`src/rtl/ddr_ring_pkg.sv`:
```
// Shared field layout, state encoding and helpers for the DDR ring scheduler.
// DataMover command/status word formats live here so both directions agree.
package ddr_ring_pkg;

    localparam int CMD_W    = 72;
    localparam int STS_W    = 8;
    localparam int ADDR_W   = 32;
    localparam int BTT_W    = 23;
    localparam int TAG_W    = 4;
    localparam int IDX_W    = 4;
    localparam int FILL_W   = 5;

    localparam int STS_OKAY_BIT = 7;
    localparam int STS_ERR_HI   = 6;
    localparam int STS_ERR_LO   = 4;
    localparam int STS_TAG_HI   = 3;
    localparam int STS_TAG_LO   = 0;

    typedef enum logic [1:0] {
        IDLE,
        CMD,
        WAIT_STS,
        HALT
    } dir_state_t;

    // {rsvd, tag, saddr, drr/eof/dsa, type=incr, btt}
    function automatic logic [CMD_W-1:0] pack_cmd(
        input logic [TAG_W-1:0]  tag,
        input logic [ADDR_W-1:0] saddr,
        input logic [BTT_W-1:0]  btt
    );
        return {4'b0, tag, saddr, 8'b0, 1'b1, btt};
    endfunction

    function automatic logic sts_good(
        input logic [STS_W-1:0] sts,
        input logic [TAG_W-1:0] tag
    );
        return sts[STS_OKAY_BIT]
            && (sts[STS_ERR_HI:STS_ERR_LO] == 3'b000)
            && (sts[STS_TAG_HI:STS_TAG_LO] == tag);
    endfunction

endpackage

```
`src/rtl/ring_dir_ctrl.sv`:
```
// One DataMover direction: command FSM, buffer index, start address and
// sticky error, with a single command outstanding at a time.
module ring_dir_ctrl
    import ddr_ring_pkg::*;
#(
    parameter logic [31:0] BASE_ADDR = 32'h0000_0000,
    parameter logic [22:0] BUF_BYTES = 23'h00_1000,
    parameter int          NBUF      = 8
) (
    input  logic              clk,
    input  logic              reset,
    input  logic              enable,
    input  logic              run,
    input  logic              can_issue,
    output logic [CMD_W-1:0]  cmd_data,
    output logic              cmd_valid,
    input  logic              cmd_ready,
    input  logic [STS_W-1:0]  sts_data,
    input  logic              sts_valid,
    output logic              done,
    output logic              err
);

    dir_state_t          state;
    dir_state_t          next_state;
    logic [IDX_W-1:0]    idx;
    logic [ADDR_W-1:0]   saddr;
    logic                advance;
    logic                halt_now;

    always_ff @(posedge clk) begin
        if (reset) begin
            state <= IDLE;
            idx   <= '0;
            saddr <= BASE_ADDR;
            err   <= 1'b0;
        end else begin
            state <= next_state;
            // Running address avoids an index multiply; wrap reloads the base.
            if (advance) begin
                if (idx == IDX_W'(NBUF - 1)) begin
                    idx   <= '0;
                    saddr <= BASE_ADDR;
                end else begin
                    idx   <= idx + 1'b1;
                    saddr <= saddr + ADDR_W'(BUF_BYTES);
                end
            end
            if (halt_now) begin
                err <= 1'b1;
            end
        end
    end

    always_comb begin
        next_state = state;
        advance    = 1'b0;
        halt_now   = 1'b0;
        case (state)
            IDLE: begin
                if (sts_valid) begin
                    halt_now = 1'b1;
                end else if (enable && run && can_issue) begin
                    next_state = CMD;
                end
            end
            CMD: begin
                if (sts_valid) begin
                    halt_now = 1'b1;
                end else if (cmd_ready) begin
                    next_state = WAIT_STS;
                end
            end
            WAIT_STS: begin
                if (sts_valid) begin
                    if (sts_good(sts_data, idx)) begin
                        advance    = 1'b1;
                        next_state = IDLE;
                    end else begin
                        halt_now = 1'b1;
                    end
                end
            end
            HALT: begin
                halt_now = sts_valid;
            end
            default: begin
                halt_now = 1'b1;
            end
        endcase
        if (halt_now) begin
            next_state = HALT;
        end
    end

    assign cmd_valid = (state == CMD);
    assign cmd_data  = pack_cmd(idx, saddr, BUF_BYTES);
    assign done      = advance;

endmodule

```
`src/rtl/ddr_ring_scheduler.sv`:
```
// Drives the AXI DataMover so DDR acts as a ring of NBUF buffers (deep FIFO).
// Define RING_STATS_EN to build the completed-buffer counters.
module ddr_ring_scheduler
    import ddr_ring_pkg::*;
#(
    parameter logic [31:0] BASE_ADDR = 32'h0000_0000,
    parameter logic [22:0] BUF_BYTES = 23'h00_1000,
    parameter int          NBUF      = 8
) (
    input  logic        clk,
    input  logic        reset,
    input  logic        run,
    output logic        m_axis_s2mm_cmdsts_aresetn,
    output logic [71:0] S_AXIS_S2MM_CMD_tdata,
    output logic        S_AXIS_S2MM_CMD_tvalid,
    input  logic        S_AXIS_S2MM_CMD_tready,
    input  logic [7:0]  M_AXIS_S2MM_STS_tdata,
    input  logic [0:0]  M_AXIS_S2MM_STS_tkeep,
    input  logic        M_AXIS_S2MM_STS_tlast,
    input  logic        M_AXIS_S2MM_STS_tvalid,
    output logic        M_AXIS_S2MM_STS_tready,
    output logic        m_axis_mm2s_cmdsts_aresetn,
    output logic [71:0] S_AXIS_MM2S_CMD_tdata,
    output logic        S_AXIS_MM2S_CMD_tvalid,
    input  logic        S_AXIS_MM2S_CMD_tready,
    input  logic [7:0]  M_AXIS_MM2S_STS_tdata,
    input  logic [0:0]  M_AXIS_MM2S_STS_tkeep,
    input  logic        M_AXIS_MM2S_STS_tlast,
    input  logic        M_AXIS_MM2S_STS_tvalid,
    output logic        M_AXIS_MM2S_STS_tready,
    output logic [4:0]  fill,
    output logic        s2mm_err,
    output logic        mm2s_err,
    output logic [31:0] s2mm_wr_count,
    output logic [31:0] mm2s_rd_count
);

    logic [15:0] rst_shift;
    logic        cmdsts_en;
    logic        s2mm_done;
    logic        mm2s_done;
    logic        unused_sts;

    // Holds the DataMover cmd/sts channels in reset for 16 cycles after ours.
    always_ff @(posedge clk) begin
        if (reset) begin
            rst_shift <= '1;
        end else begin
            rst_shift <= {rst_shift[14:0], 1'b0};
        end
    end

    assign cmdsts_en                  = ~rst_shift[15];
    assign m_axis_s2mm_cmdsts_aresetn = cmdsts_en;
    assign m_axis_mm2s_cmdsts_aresetn = cmdsts_en;
    assign M_AXIS_S2MM_STS_tready     = 1'b1;
    assign M_AXIS_MM2S_STS_tready     = 1'b1;
    assign unused_sts = ^{M_AXIS_S2MM_STS_tkeep, M_AXIS_S2MM_STS_tlast,
                          M_AXIS_MM2S_STS_tkeep, M_AXIS_MM2S_STS_tlast};

    ring_dir_ctrl #(
        .BASE_ADDR (BASE_ADDR),
        .BUF_BYTES (BUF_BYTES),
        .NBUF      (NBUF)
    ) u_s2mm (
        .clk       (clk),
        .reset     (reset),
        .enable    (cmdsts_en),
        .run       (run),
        .can_issue (fill < FILL_W'(NBUF)),
        .cmd_data  (S_AXIS_S2MM_CMD_tdata),
        .cmd_valid (S_AXIS_S2MM_CMD_tvalid),
        .cmd_ready (S_AXIS_S2MM_CMD_tready),
        .sts_data  (M_AXIS_S2MM_STS_tdata),
        .sts_valid (M_AXIS_S2MM_STS_tvalid),
        .done      (s2mm_done),
        .err       (s2mm_err)
    );

    // A buffer stays counted until its read status, so writes never overrun it.
    ring_dir_ctrl #(
        .BASE_ADDR (BASE_ADDR),
        .BUF_BYTES (BUF_BYTES),
        .NBUF      (NBUF)
    ) u_mm2s (
        .clk       (clk),
        .reset     (reset),
        .enable    (cmdsts_en),
        .run       (run),
        .can_issue (fill != '0),
        .cmd_data  (S_AXIS_MM2S_CMD_tdata),
        .cmd_valid (S_AXIS_MM2S_CMD_tvalid),
        .cmd_ready (S_AXIS_MM2S_CMD_tready),
        .sts_data  (M_AXIS_MM2S_STS_tdata),
        .sts_valid (M_AXIS_MM2S_STS_tvalid),
        .done      (mm2s_done),
        .err       (mm2s_err)
    );

    always_ff @(posedge clk) begin
        if (reset) begin
            fill <= '0;
        end else if (s2mm_done && !mm2s_done) begin
            fill <= fill + 1'b1;
        end else if (mm2s_done && !s2mm_done) begin
            fill <= fill - 1'b1;
        end
    end

`ifdef RING_STATS_EN
    always_ff @(posedge clk) begin
        if (reset) begin
            s2mm_wr_count <= '0;
            mm2s_rd_count <= '0;
        end else begin
            if (s2mm_done) begin
                s2mm_wr_count <= s2mm_wr_count + 1'b1;
            end
            if (mm2s_done) begin
                mm2s_rd_count <= mm2s_rd_count + 1'b1;
            end
        end
    end
`else
    assign s2mm_wr_count = 32'h0;
    assign mm2s_rd_count = 32'h0;
`endif

endmodule

```
`config.mk`:
```
export PLATFORM = sky130hd
export DESIGN_NAME = ddr_ring_scheduler
export DESIGN_NICKNAME = d
export VERILOG_FILES = /design/src/rtl/ddr_ring_pkg.sv /design/src/rtl/ring_dir_ctrl.sv /design/src/rtl/ddr_ring_scheduler.sv
export SDC_FILE = /design/constraint.sdc
export NUM_CORES = 1
export LEC_CHECK = 0
export CORE_MARGIN = 2
export CORE_UTILIZATION = 46
export CTS_CLUSTER_SIZE = 14
export DETAILED_ROUTE_END_ITERATION = 16
export PLACE_DENSITY = 0.87
export SLEW_MARGIN = 15
export SYNTH_ARGS = -nofsm -noshare
export SYNTH_HDL_FRONTEND = slang
export SYNTH_HIERARCHICAL = 1
export SYNTH_SLANG_ARGS = --single-unit
```
`constraint.sdc`:
```
create_clock -name clk -period 5.45 [get_ports clk]
set_input_delay 1.09 -clock clk [delete_from_list [all_inputs] [get_ports clk]]
set_output_delay 1.09 -clock clk [all_outputs]
set_load 0.02 [all_outputs]
```
* Word-level counts from Yosys, hierarchy flattened *
Cells that the tools add are included.

word-level totals
  register bits = 99
  bits in latches = 0
  RAM bits = 0
  bits in read-only memories = 0
  output and inout port bits = 221
  logic and storage cells = 101
  memories = 0

operators by class
  add/subtract/negate cells = 6
  $mul = 0
  divide/modulo/power cells = 0
  magnitude comparators = 1
  equality and inequality tests = 22
  shifts and indexed selects = 0
  multiplexer cells = 37
  bitwise logic cells = 1
  reductions and logical operators = 23

operators by type and width
  operator                                                    number
  adder 32 x 13 -> 32 bit, second input constant              2
  two-way mux 32 bit                                          2
  two-way mux 2 bit                                           14
  != test 3 x 1 -> 1 bit, second input constant               6
  != test 3 x 2 -> 1 bit, second input constant               6
  AND reduction 7 bit                                         2
  two-way mux 1 bit                                           13
  case mux 2 bit (3 select lines)                             2
  two-way mux 5 bit                                           2
  logical AND 1 bit                                           9
  adder 4 x 1 -> 4 bit, second input constant                 2
  equality test 2 bit, second input constant                  4
  equality test 4 x 3 -> 1 bit, second input constant         2
  equality test 4 bit                                         2
  two-way mux 4 bit                                           2
  nonzero test 4 bit                                          2
  zero test 3 bit                                             2
  case mux 1 bit (3 select lines)                             2
  adder 5 x 1 -> 5 bit, second input constant                 1
  less-than comparator 5 x 4 -> 1 bit, second input constant  1
  nonzero test 5 bit                                          1
  subtractor 5 x 1 -> 5 bit, second input constant            1
  equality test 2 x 1 -> 1 bit, second input constant         2
  zero test 2 bit                                             2
  other kinds (4)                                             6

* Depth between registers and ports, before layout *
Gate-level depths: netlist of run 1.

  depth in word-level cells = 10
  gate-level depth with buffers = 15

* By module *
Netlist of run 1, hierarchy kept.

modules (own cells, without submodules)
  module              times used  cells each  area an instance (sq um)
  ring_dir_ctrl       2           267         2123.3
  ddr_ring_scheduler  1           142         1272.5

* Least setup slack after synthesis of run 1 *
OpenSTA, ideal clock, no wires.

  path type = input port to flip-flop
  start point = input port M_AXIS_MM2S_STS_tdata[4]
  end point = register fill[4]
  setup time = 0.121 ns
  arrival = 3.360 ns
  data required time = 5.329 ns
  path slack = 1.970 ns
  stages = 13
  cell sequence = nor4bb_1 buf_2 nor2b_1 clkbuf_1 and3_1 inv_1 ha_1 inv_1 ha_1 a21oi_1 a211oi_1 a31oi_1 mux2_2

on the way
  longest elaborated chain between the ends = 9
  elaborated cells on any way between the ends = 11
  those cells by class = mux (4); reduce/logical (7)

ends and longest elaborated chain
  what                                                            RTL line                   text
  start: declaration                                              ddr_ring_scheduler.sv:26   input logic [7:0] M_AXIS_MM2S_STS_tdata,
  zero test 3 bit *                                               ddr_ring_pkg.sv:40         && (sts[STS_ERR_HI:STS_ERR_LO] == 3'b000)
  logical AND 1 bit *                                             ddr_ring_pkg.sv:40
  logical AND 1 bit *                                             ddr_ring_pkg.sv:41         && (sts[STS_TAG_HI:STS_TAG_LO] == tag);
  two-way mux 1 bit *                                             ring_dir_ctrl.sv:76        if (sts_good(sts_data, idx)) begin
  two-way mux 1 bit *                                             ring_dir_ctrl.sv:75        if (sts_valid) begin
  two-way mux 1 bit *                                             ring_dir_ctrl.sv:59        case (state)
  via mm2s_done                                                   ddr_ring_scheduler.sv:41   logic mm2s_done;
  zero test 1 bit                                                 ddr_ring_scheduler.sv:103  end else if (s2mm_done && !mm2s_done) begin
  logical AND 1 bit                                               ddr_ring_scheduler.sv:103
  two-way mux 5 bit / nonzero test 2 bit (equally long branches)  -
  end signal: assignment                                          ddr_ring_scheduler.sv:104  fill <= fill + 1'b1;
  end signal: assignment                                          ddr_ring_scheduler.sv:106  fill <= fill - 1'b1;
  end: declaration                                                ddr_ring_scheduler.sv:31   output logic [4:0] fill,

The timed path passes the listed nets; every way through them passes the cells marked *.
A chain may end at the register's enable or synchronous reset.

* Worst setup path in the final report of run 1 *
  start point = input port M_AXIS_S2MM_STS_tdata[2]
  end point = register fill[4]

on the way
  longest elaborated chain between the ends = 8
  elaborated cells on any way between the ends = 10
  those cells by class = eq/ne (1); mux (4); reduce/logical (5)

ends and longest elaborated chain
  what                                 RTL line                   text
  start: declaration                   ddr_ring_scheduler.sv:17   input logic [7:0] M_AXIS_S2MM_STS_tdata,
  equality test 4 bit *                ddr_ring_pkg.sv:41
  logical AND 1 bit *                  ddr_ring_pkg.sv:41
  two-way mux 1 bit *                  ring_dir_ctrl.sv:76
  two-way mux 1 bit *                  ring_dir_ctrl.sv:75
  two-way mux 1 bit *                  ring_dir_ctrl.sv:59
  via s2mm_done                        ddr_ring_scheduler.sv:40   logic s2mm_done;
  zero test 1 bit                      ddr_ring_scheduler.sv:105  end else if (mm2s_done && !s2mm_done) begin
  logical AND 1 bit                    ddr_ring_scheduler.sv:105
  nonzero test 2 bit (no source line)  -

Marks and branches as above.

==> results of run 1 <==
-- flip-flops by register name, summed over array words and instances (netlist names) --
register      cells
u_mm2s/saddr     20
u_s2mm/saddr     20
rst_shift        16
fill              5
u_mm2s/idx        4
u_s2mm/idx        4
u_mm2s/state      2
u_s2mm/state      2
u_mm2s/err        1
u_s2mm/err        1
-- power by group --
part	total, mW	internal, mW	switching [mW]
Sequential	0.557	0.554	0.00312
Clock	0.587	0.364	0.222
Combinational	0.200	0.0469	0.153
-- synthesized netlist by cell type (all sizes together), types with 3 or more instances --
cell / count / area (sq um)
or3: 7 / 43.8
buf: 174 / 1290
nand3: 13 / 65.1
nor4: 17 / 106
dfxtp: 75 / 1500
nand3b: 8 / 60.1
xnor2: 9 / 78.8
o21ai: 50 / 250
or4: 10 / 82.6
and3: 4 / 25.0
and4: 10 / 87.6
inv: 19 / 71.3
conb: 6 / 22.5
a21oi: 31 / 163
or2: 19 / 119
nor2: 36 / 135
clkbuf: 28 / 105
nor3: 9 / 45.0
a31oi: 3 / 18.8
nand4: 16 / 113
nand4b: 8 / 70.1
o31ai: 10 / 75.1
o41ai: 4 / 35.0
nand2b: 4 / 25.0
ha: 14 / 175
mux2: 3 / 33.8
a311o: 8 / 80.1
nand2: 14 / 52.6
nor2b: 19 / 119
mux2i: 23 / 230
-- path summary, 6_finish.rpt --
kind	cells after the start	slack [ps]	endpoint
min	1	410	rst_shift[6]
max	11	1630	fill[4]
min reg2reg	1	410	rst_shift[6]
max reg2reg	15	2200	fill[4]
-- cells by family after synthesis --
group,Yosys count
AOI/OAI and AO/OA,118
xor gates and xnor gates,10
adders and majority gates,15
buffers and inverters,221
DFF,75
muxes,26
other,6
and+or+nand+nor,205
-- routing by layer --
layer / GRT usage [%] / wire length [microns] / vias to the layer above
met1: 22.1 / 5010 / 2066
met5: 0 / 0 / -
met3: 3.77 / 782 / 15
met2: 27.2 / 5440 / 196
li1: - / - / 2153
met4: 5.77 / 197 / 0
-- critical path, stage by stage --
cell and delay [ps]:
clkdlybuf4s50_1 450, xnor2_1 240, and4_1 500, and3_1 260, ha_1 170, inv_1 110
ha_1 340, a21oi_1 230, a211oi_1 120, a31oi_1 180, mux2_2 350
-- layout make-up --
cell class	count	area, sq um
Fill cell	1100	5810
Timing Repair Buffer	89	866
Clock inverter	5	52.6
Clock buffer	11	243
Sequential cell	75	1500
Tap cell	147	184
Multi-Input combinational cell	536	3140
Inverter	19	71.3
-- through the flow --
| step | setup WS, ps | instances |
|---|---|---|
| finish | 1630 | 882 |
| global placement | 1420 | 866 |
| detailed placement | 1410 | 866 |
| CTS | 1660 | 882 |
| floorplan | 1970 | 832 |
| global route | 1470 | 882 |
==> impl_metrics.env, run 1 <==
export IMPL_setup_viol=0
export IMPL_finalCriticalPeriod_ps=3820
export IMPL_cp_start_kind="input pin"
export IMPL_die_h_microns=114
export IMPL_firstDrtPassIters=5
export IMPL_utilization_pct=51.0
export IMPL_finalClockSkew_ps=8.68
export IMPL_root_buffer="clkbuf_16"
export IMPL_cts_path_max_buffers=2
export IMPL_fmax_mhz=262
export IMPL_htreeDepth=3
export IMPL_final_cell_mix="conb_1 (162), clkdlybuf4s50_1 (80), dfxtp_1 (75)"
export IMPL_ys_ff_latch=75
export IMPL_syn2layout_area_growth_pct=9.68
export IMPL_die_area_sq_mm=0.0129
export IMPL_ys_seq_area_share_pct=27.2
export IMPL_grt_max_degree=56
export IMPL_worst_pin_slew_ps=1100
export IMPL_numCtsBuffers=9
export IMPL_power_density_mw_per_mm2=222
export IMPL_viasPerCell=5.02
export IMPL_cp_data_required_time_ps=5670
export IMPL_min_delay_start="rst_shift[5]"
export IMPL_routedWlPerCell_microns=13.0
export IMPL_portBuffers=81
export IMPL_nets=772
export IMPL_diodes=0
export IMPL_core_area_sq_mm=0.0119
export IMPL_layout_commonest_cell="conb_1"
export IMPL_path_class="input pin to flip-flop"
export IMPL_synth_mux_area_share_pct=4.78
export IMPL_cap_violations=0
export IMPL_rsz0062_at_grt="false"
export IMPL_postPlaceCellArea_sq_mm=0.00576
export IMPL_path_max_fanout=9
export IMPL_synth_compound_area_share_pct=13.2
export IMPL_vias=4430
export IMPL_synth_top_flop_cell="dfxtp_1"
export IMPL_ctsHoldBuffers=0
export IMPL_yosys_warnings=6
export IMPL_async_flop_share_pct=0
export IMPL_fin_hold_ws_ps=406
export IMPL_initial_core_util_pct=46.5
export IMPL_initialDrtViolationCount=300
export IMPL_antenna_left=0
export IMPL_synth_top_family_by_area="buffers and inverters"
export IMPL_r2r_start="u_mm2s/state[0]"
export IMPL_rows=40
export IMPL_final_area_sq_mm=0.00605
export IMPL_wl_microns=11400
export IMPL_cts_tree="yes"
export IMPL_insertion_delay_ps=330
export IMPL_clock_sinks=75
export IMPL_dp_hpwl_microns=8040
export IMPL_end_kind="flip-flop"
export IMPL_track_usage_pct=16.8
export IMPL_cts_setup_buffers=0
export IMPL_crit_arrival_ps=4040
export IMPL_drv_slew=0
export IMPL_power_leakage_nw=2.29
export IMPL_finalHoldViolCount=0
export IMPL_drive_gt1_share_pct=7.62
export IMPL_syn_avg_cell_area_sq_um=8.16
export IMPL_vdd_ir_drop_worst_v=0.000173
export IMPL_ys_types=50
export IMPL_crit_start="M_AXIS_S2MM_STS_tdata[2]"
export IMPL_antenna_found_initial=0
export IMPL_status="finished, final reports clean"
export IMPL_synth_adder_area_share_pct=3.54
export IMPL_grt_pass1_vias=3705
export IMPL_synth_xor_area_share_pct=1.59
export IMPL_drc_errors=0
export IMPL_syn_inst=676
export IMPL_post_cts_resized=0
export IMPL_synth_edf_count=0
export IMPL_path_clk_slew_ps=60
export IMPL_grt_pass1_wl_microns=17900
export IMPL_hp_class="flip-flop to flip-flop"
export IMPL_netlist_area_sq_mm=0.00552
export IMPL_overflow=0
export IMPL_finalCritPeriodShare_pct=70.2
export IMPL_num_io_pins=248
export IMPL_die_x_microns=114
export IMPL_power_mw=1.34
export IMPL_setup_tns_ps=0
export IMPL_slew_headroom_pct=26.6
export IMPL_gp_congestion=0.861
export IMPL_yosys_area_share_simple_pct=22.7
(Power assumes the default switching activity.)
==> run 2: changes to the inputs <==
CORE_UTILIZATION = 43   (was 46)
PLACE_DENSITY = 0.82   (was 0.87)
clock period = 3.7 ns   (was 5.45 ns; I/O delays follow)
==> impl_metrics.env, run 2 (same netlist as run 1, synthesis figures left out) <==
export IMPL_status="finished, final reports clean"
export IMPL_cp_start_kind="input pin"
export IMPL_crit_arrival_ps=3520
export IMPL_post_cts_resized=0
export IMPL_root_buffer="clkbuf_16"
export IMPL_setup_viol=0
export IMPL_rsz0062_at_grt="false"
export IMPL_seqCellArea_sq_mm=0.00150
export IMPL_finalHoldViolCount=0
export IMPL_nets=779
export IMPL_clkPwrFrac_pct=44.1
export IMPL_gp_congestion=0.838
export IMPL_fmax_mhz=304
export IMPL_initialDrtViolationCount=316
export IMPL_multiInputGateArea_sq_mm=0.00314
export IMPL_rows=41
export IMPL_cp_data_required_time_ps=3930
export IMPL_portBuffers=81
export IMPL_layout_commonest_cell="conb_1"
export IMPL_ctsHoldBuffers=0
export IMPL_slew_headroom_pct=44.5
export IMPL_drive_gt1_share_pct=8.63
export IMPL_dp_hpwl_microns=8280
export IMPL_p_seq_share_pct=41.0
export IMPL_antenna_left=0
export IMPL_die_x_microns=117
export IMPL_antenna_found_initial=0
export IMPL_core_area_sq_mm=0.0126
export IMPL_insertion_delay_ps=340
export IMPL_stdcell_count=914
export IMPL_internal_power_mw=1.41
export IMPL_die_h_microns=117
export IMPL_drv_slew=0
export IMPL_htreeDepth=3
export IMPL_routedWlPerCell_microns=12.8
export IMPL_hp_class="flip-flop to flip-flop"
export IMPL_path_class="input pin to flip-flop"
export IMPL_fin_hold_ws_ps=406
export IMPL_finalCritPeriodShare_pct=89.0
export IMPL_firstDrtPassIters=5
export IMPL_switching_share_pct=29.3
export IMPL_grt_pass1_vias=3680
export IMPL_clock_sinks=75
export IMPL_cts_path_max_buffers=2
export IMPL_power_mw=2.00
export IMPL_die_area_sq_mm=0.0138
export IMPL_largestRegisters="u_mm2s/saddr x20, u_s2mm/saddr x20, rst_shift x16"
export IMPL_power_leakage_nw=2.32
export IMPL_end_kind="flip-flop"
export IMPL_p_sw_mw=0.586
export IMPL_power_frac_comb_pct=14.9
export IMPL_finalCriticalPeriod_ps=3290
export IMPL_grt_max_degree=54
export IMPL_drc_errors=0
export IMPL_place_inst=898
export IMPL_final_cell_mix="conb_1 (162), clkdlybuf4s50_1 (80), dfxtp_1 (75)"
export IMPL_cts_tree="yes"
export IMPL_cap_violations=0
export IMPL_vias=4443
export IMPL_diodes=0
export IMPL_finalClockSkew_ps=7.91
export IMPL_path_clk_slew_ps=60
export IMPL_syn2layout_area_growth_pct=11.3
export IMPL_cts_setup_buffers=0
export IMPL_grt_pass1_wl_microns=18000
export IMPL_postPlaceCellArea_sq_mm=0.00584
export IMPL_overflow=0
export IMPL_numCtsBuffers=9
export IMPL_wl_microns=11700
export IMPL_num_io_pins=248
export IMPL_nFillCells=1189
export IMPL_track_usage_pct=16.4
export IMPL_vdd_ir_drop_worst_v=0.000199
export IMPL_final_area_sq_mm=0.00614
export IMPL_worst_pin_slew_ps=833
export IMPL_setup_tns_ps=0
export IMPL_initial_core_util_pct=43.9
export IMPL_power_density_mw_per_mm2=325
export IMPL_viasPerCell=4.86
export IMPL_path_max_fanout=5
## run 2: routing by layer
metal	wire length, microns	track usage, %	vias up
met5	0	0	-
met4	229	8.16	0
met3	852	2.83	15
met1	5190	22.1	2071
li1	-	-	2165
met2	5470	25.5	192
## run 2: final timing paths
path | start | endpoint | slack [ps] | depth (start not counted)
setup / recovery | M_AXIS_MM2S_STS_tdata[7] | fill[4] | 410 | 12
hold / removal | rst_shift[14] | rst_shift[15] | 410 | 1
setup reg to reg | u_mm2s/state[0] | fill[4] | 600 | 13
hold reg to reg | rst_shift[14] | rst_shift[15] | 410 | 1
## run 2: critical path, cell delays in order
cell and delay (ps):
clkdlybuf4s50_1 440, nor4bb_1 380, nor2b_1 230, and3_1 230, inv_1 60, ha_1 190
inv_1 150, ha_1 290, a21oi_1 190, a211oi_1 100, a31oi_1 180, mux2_2 340
## run 2: layout make-up
type	count	area share, %
clock buffers	9	3.67
clock inverters	7	1.24
inverters	19	1.16
multi-input cells	536	51.0
flip-flops and latches	75	24.4
well taps	172	3.50
repair buffers	96	14.9
## run 2: power by group through the flow
stage	registers, mW	clock network [mW]	logic (mW)
after floorplan	0.839	0	0.368
after global placement	0.838	0	0.289
after detailed placement	0.838	0	0.293
after CTS	0.820	0.901	0.294
after global routing	0.821	0.930	0.330
final	0.820	0.881	0.297
## run 2: metrics by stage
stage	utilization, %	worst slack, ps
global route	48.9	244
detailed placement	46.5	120
floorplan	-	570
CTS	48.9	444
finish	48.9	407
global placement	46.5	159
==> run 3: changes to the inputs <==
GPL_TIMING_DRIVEN = 0   (was unset)
==> impl_metrics.env, run 3 (same netlist as run 1, synthesis figures left out) <==
export IMPL_numCtsBuffers=9
export IMPL_largestRegisters="u_mm2s/saddr x20, u_s2mm/saddr x20, rst_shift x16"
export IMPL_worst_pin_slew_ps=619
export IMPL_cp_start_kind="input pin"
export IMPL_cp_data_required_time_ps=3920
export IMPL_drive_gt1_share_pct=24.0
export IMPL_finalClockSkew_ps=12.5
export IMPL_diodes=0
export IMPL_place_inst=1085
export IMPL_dpl_worst_slack_ps=-309
export IMPL_path_max_fanout=9
export IMPL_clkPwrFrac_pct=41.1
export IMPL_worst_r2r_setup_slack_ps=370
export IMPL_r2r_start="u_mm2s/state[0]"
export IMPL_htreeDepth=3
export IMPL_layout_commonest_cell="buf_4"
export IMPL_path_cells="clkdlybuf4s50_1 -> nor4bb_1 -> buf_2 -> nor2b_1 -> clkbuf_2 -> and3_1 -> inv_1 -> ha_1 -> inv_1 -> ha_1 -> a21oi_1 -> a211oi_1 -> a31oi_1 -> mux2_2"
export IMPL_portBuffers=81
export IMPL_num_io_pins=248
export IMPL_cts_path_max_buffers=2
export IMPL_end_kind="flip-flop"
export IMPL_stdcell_count=1100
export IMPL_rsz0062_at_grt="false"
export IMPL_routedWlPerCell_microns=12.2
export IMPL_nets=965
export IMPL_grt_pass1_wl_microns=20300
export IMPL_overflow=0
export IMPL_ctsHoldBuffers=0
export IMPL_cts_setup_buffers=0
export IMPL_initialDrtViolationCount=374
export IMPL_r2r_end="fill[4]"
export IMPL_clock_sinks=75
export IMPL_final_cell_mix="buf_4 (163), conb_1 (162), clkdlybuf4s50_1 (81)"
export IMPL_r2r_cells=15
export IMPL_cap_violations=0
export IMPL_gp_congestion=0.900
export IMPL_dp_hpwl_microns=10100
export IMPL_fmax_mhz=285
export IMPL_slowest_delay_ps=440
export IMPL_hp_class="flip-flop to flip-flop"
export IMPL_wl_microns=13400
export IMPL_post_cts_resized=0
export IMPL_power_density_mw_per_mm2=288
export IMPL_internal_power_mw=1.55
export IMPL_crit_start="M_AXIS_MM2S_STS_tdata[7]"
export IMPL_initial_core_util_pct=43.9
export IMPL_p_sw_mw=0.598
export IMPL_grt_max_degree=14
export IMPL_drc_errors=0
export IMPL_status="finished, final reports clean"
export IMPL_vias=5068
export IMPL_setup_viol=0
export IMPL_power_frac_comb_pct=20.6
export IMPL_utilization_pct=59.2
export IMPL_antenna_found_initial=0
export IMPL_die_area_sq_mm=0.0138
export IMPL_grt_pass1_vias=4243
export IMPL_p_seq_share_pct=38.3
export IMPL_die_x_microns=117
export IMPL_antenna_left=0
export IMPL_crit_arrival_ps=3730
export IMPL_setup_slack_ps=187
export IMPL_drv_slew=0
export IMPL_path_clk_slew_ps=60
export IMPL_power_mw=2.14
export IMPL_finalHoldViolCount=0
export IMPL_rows=41
export IMPL_die_h_microns=117
export IMPL_vdd_ir_drop_worst_v=0.000210
export IMPL_viasPerCell=4.61
export IMPL_insertion_delay_ps=330
export IMPL_root_buffer="clkbuf_16"
export IMPL_cts_tree="yes"
export IMPL_switching_share_pct=27.9
export IMPL_power_leakage_nw=3.22
export IMPL_path_class="input pin to flip-flop"
export IMPL_crit_path_end="fill[4]"
export IMPL_finalCriticalPeriod_ps=3510
export IMPL_crit_path_top_delay_cell="clkdlybuf4s50_1"
export IMPL_track_usage_pct=18.3
export IMPL_syn2layout_area_growth_pct=34.7
export IMPL_slew_headroom_pct=58.7
export IMPL_firstDrtPassIters=5
export IMPL_finalCritPeriodShare_pct=95.0
export IMPL_core_area_sq_mm=0.0126
[run 3: metrics by stage]
stage | TNS [ps] | hold WS (ps) | area, sq um
after detailed placement | -547 | 393 | 7130
after CTS | 0 | 407 | 7430
after global routing | 0 | 417 | 7430
after global placement | -444 | 393 | 7130
final | 0 | 406 | 7430
after floorplan | 0 | 389 | 6100
[run 3: power groups by stage]
stage,logic [mW],clock network (mW),registers [mW]
global placement,0.426,0,0.838
CTS,0.431,0.897,0.820
detailed placement,0.429,0,0.838
finish,0.442,0.881,0.820
floorplan,0.368,0,0.839
global route,0.478,0.938,0.821
[run 3: area by class of cell]
cell class / count / area, sq um
buffer: 201 / 1400
clock buffer: 11 / 243
clock inverter: 5 / 60.1
fill: 1148 / 5130
inverter: 19 / 71.3
multi-input combinational: 536 / 3140
sequential: 75 / 1500
tap: 172 / 215
timing repair buffer: 81 / 811
[run 3: per-layer routing]
layer  vias up  GRT usage [%]  share of wire (%)
li1       2547              -                  -
met1      2270           24.3                 43
met2       235           29.9                 46
met3        16           3.19                8.7
met4         0           6.51                1.5
met5         -              0                  0
[run 3: worst min path at each step]
stage	start	endpoint	depth (start not counted)
6_report	rst_shift[5]	rst_shift[6]	1
5_1_grt	rst_shift[0]	rst_shift[1]	1
4_1_cts	rst_shift[5]	rst_shift[6]	1
3_5_place_dp	rst_shift[5]	rst_shift[6]	1
3_3_place_gp	rst_shift[11]	rst_shift[12]	1
2_1_floorplan	rst_shift[9]	rst_shift[10]	1
[run 3: critical path, delay by kind of cell]
family	cells	cell delay, ps
buffers and inverters	5	1090
and+or+nand+nor	3	600
adders and majority gates	2	490
AOI/OAI and AO/OA	3	460
muxes	1	350
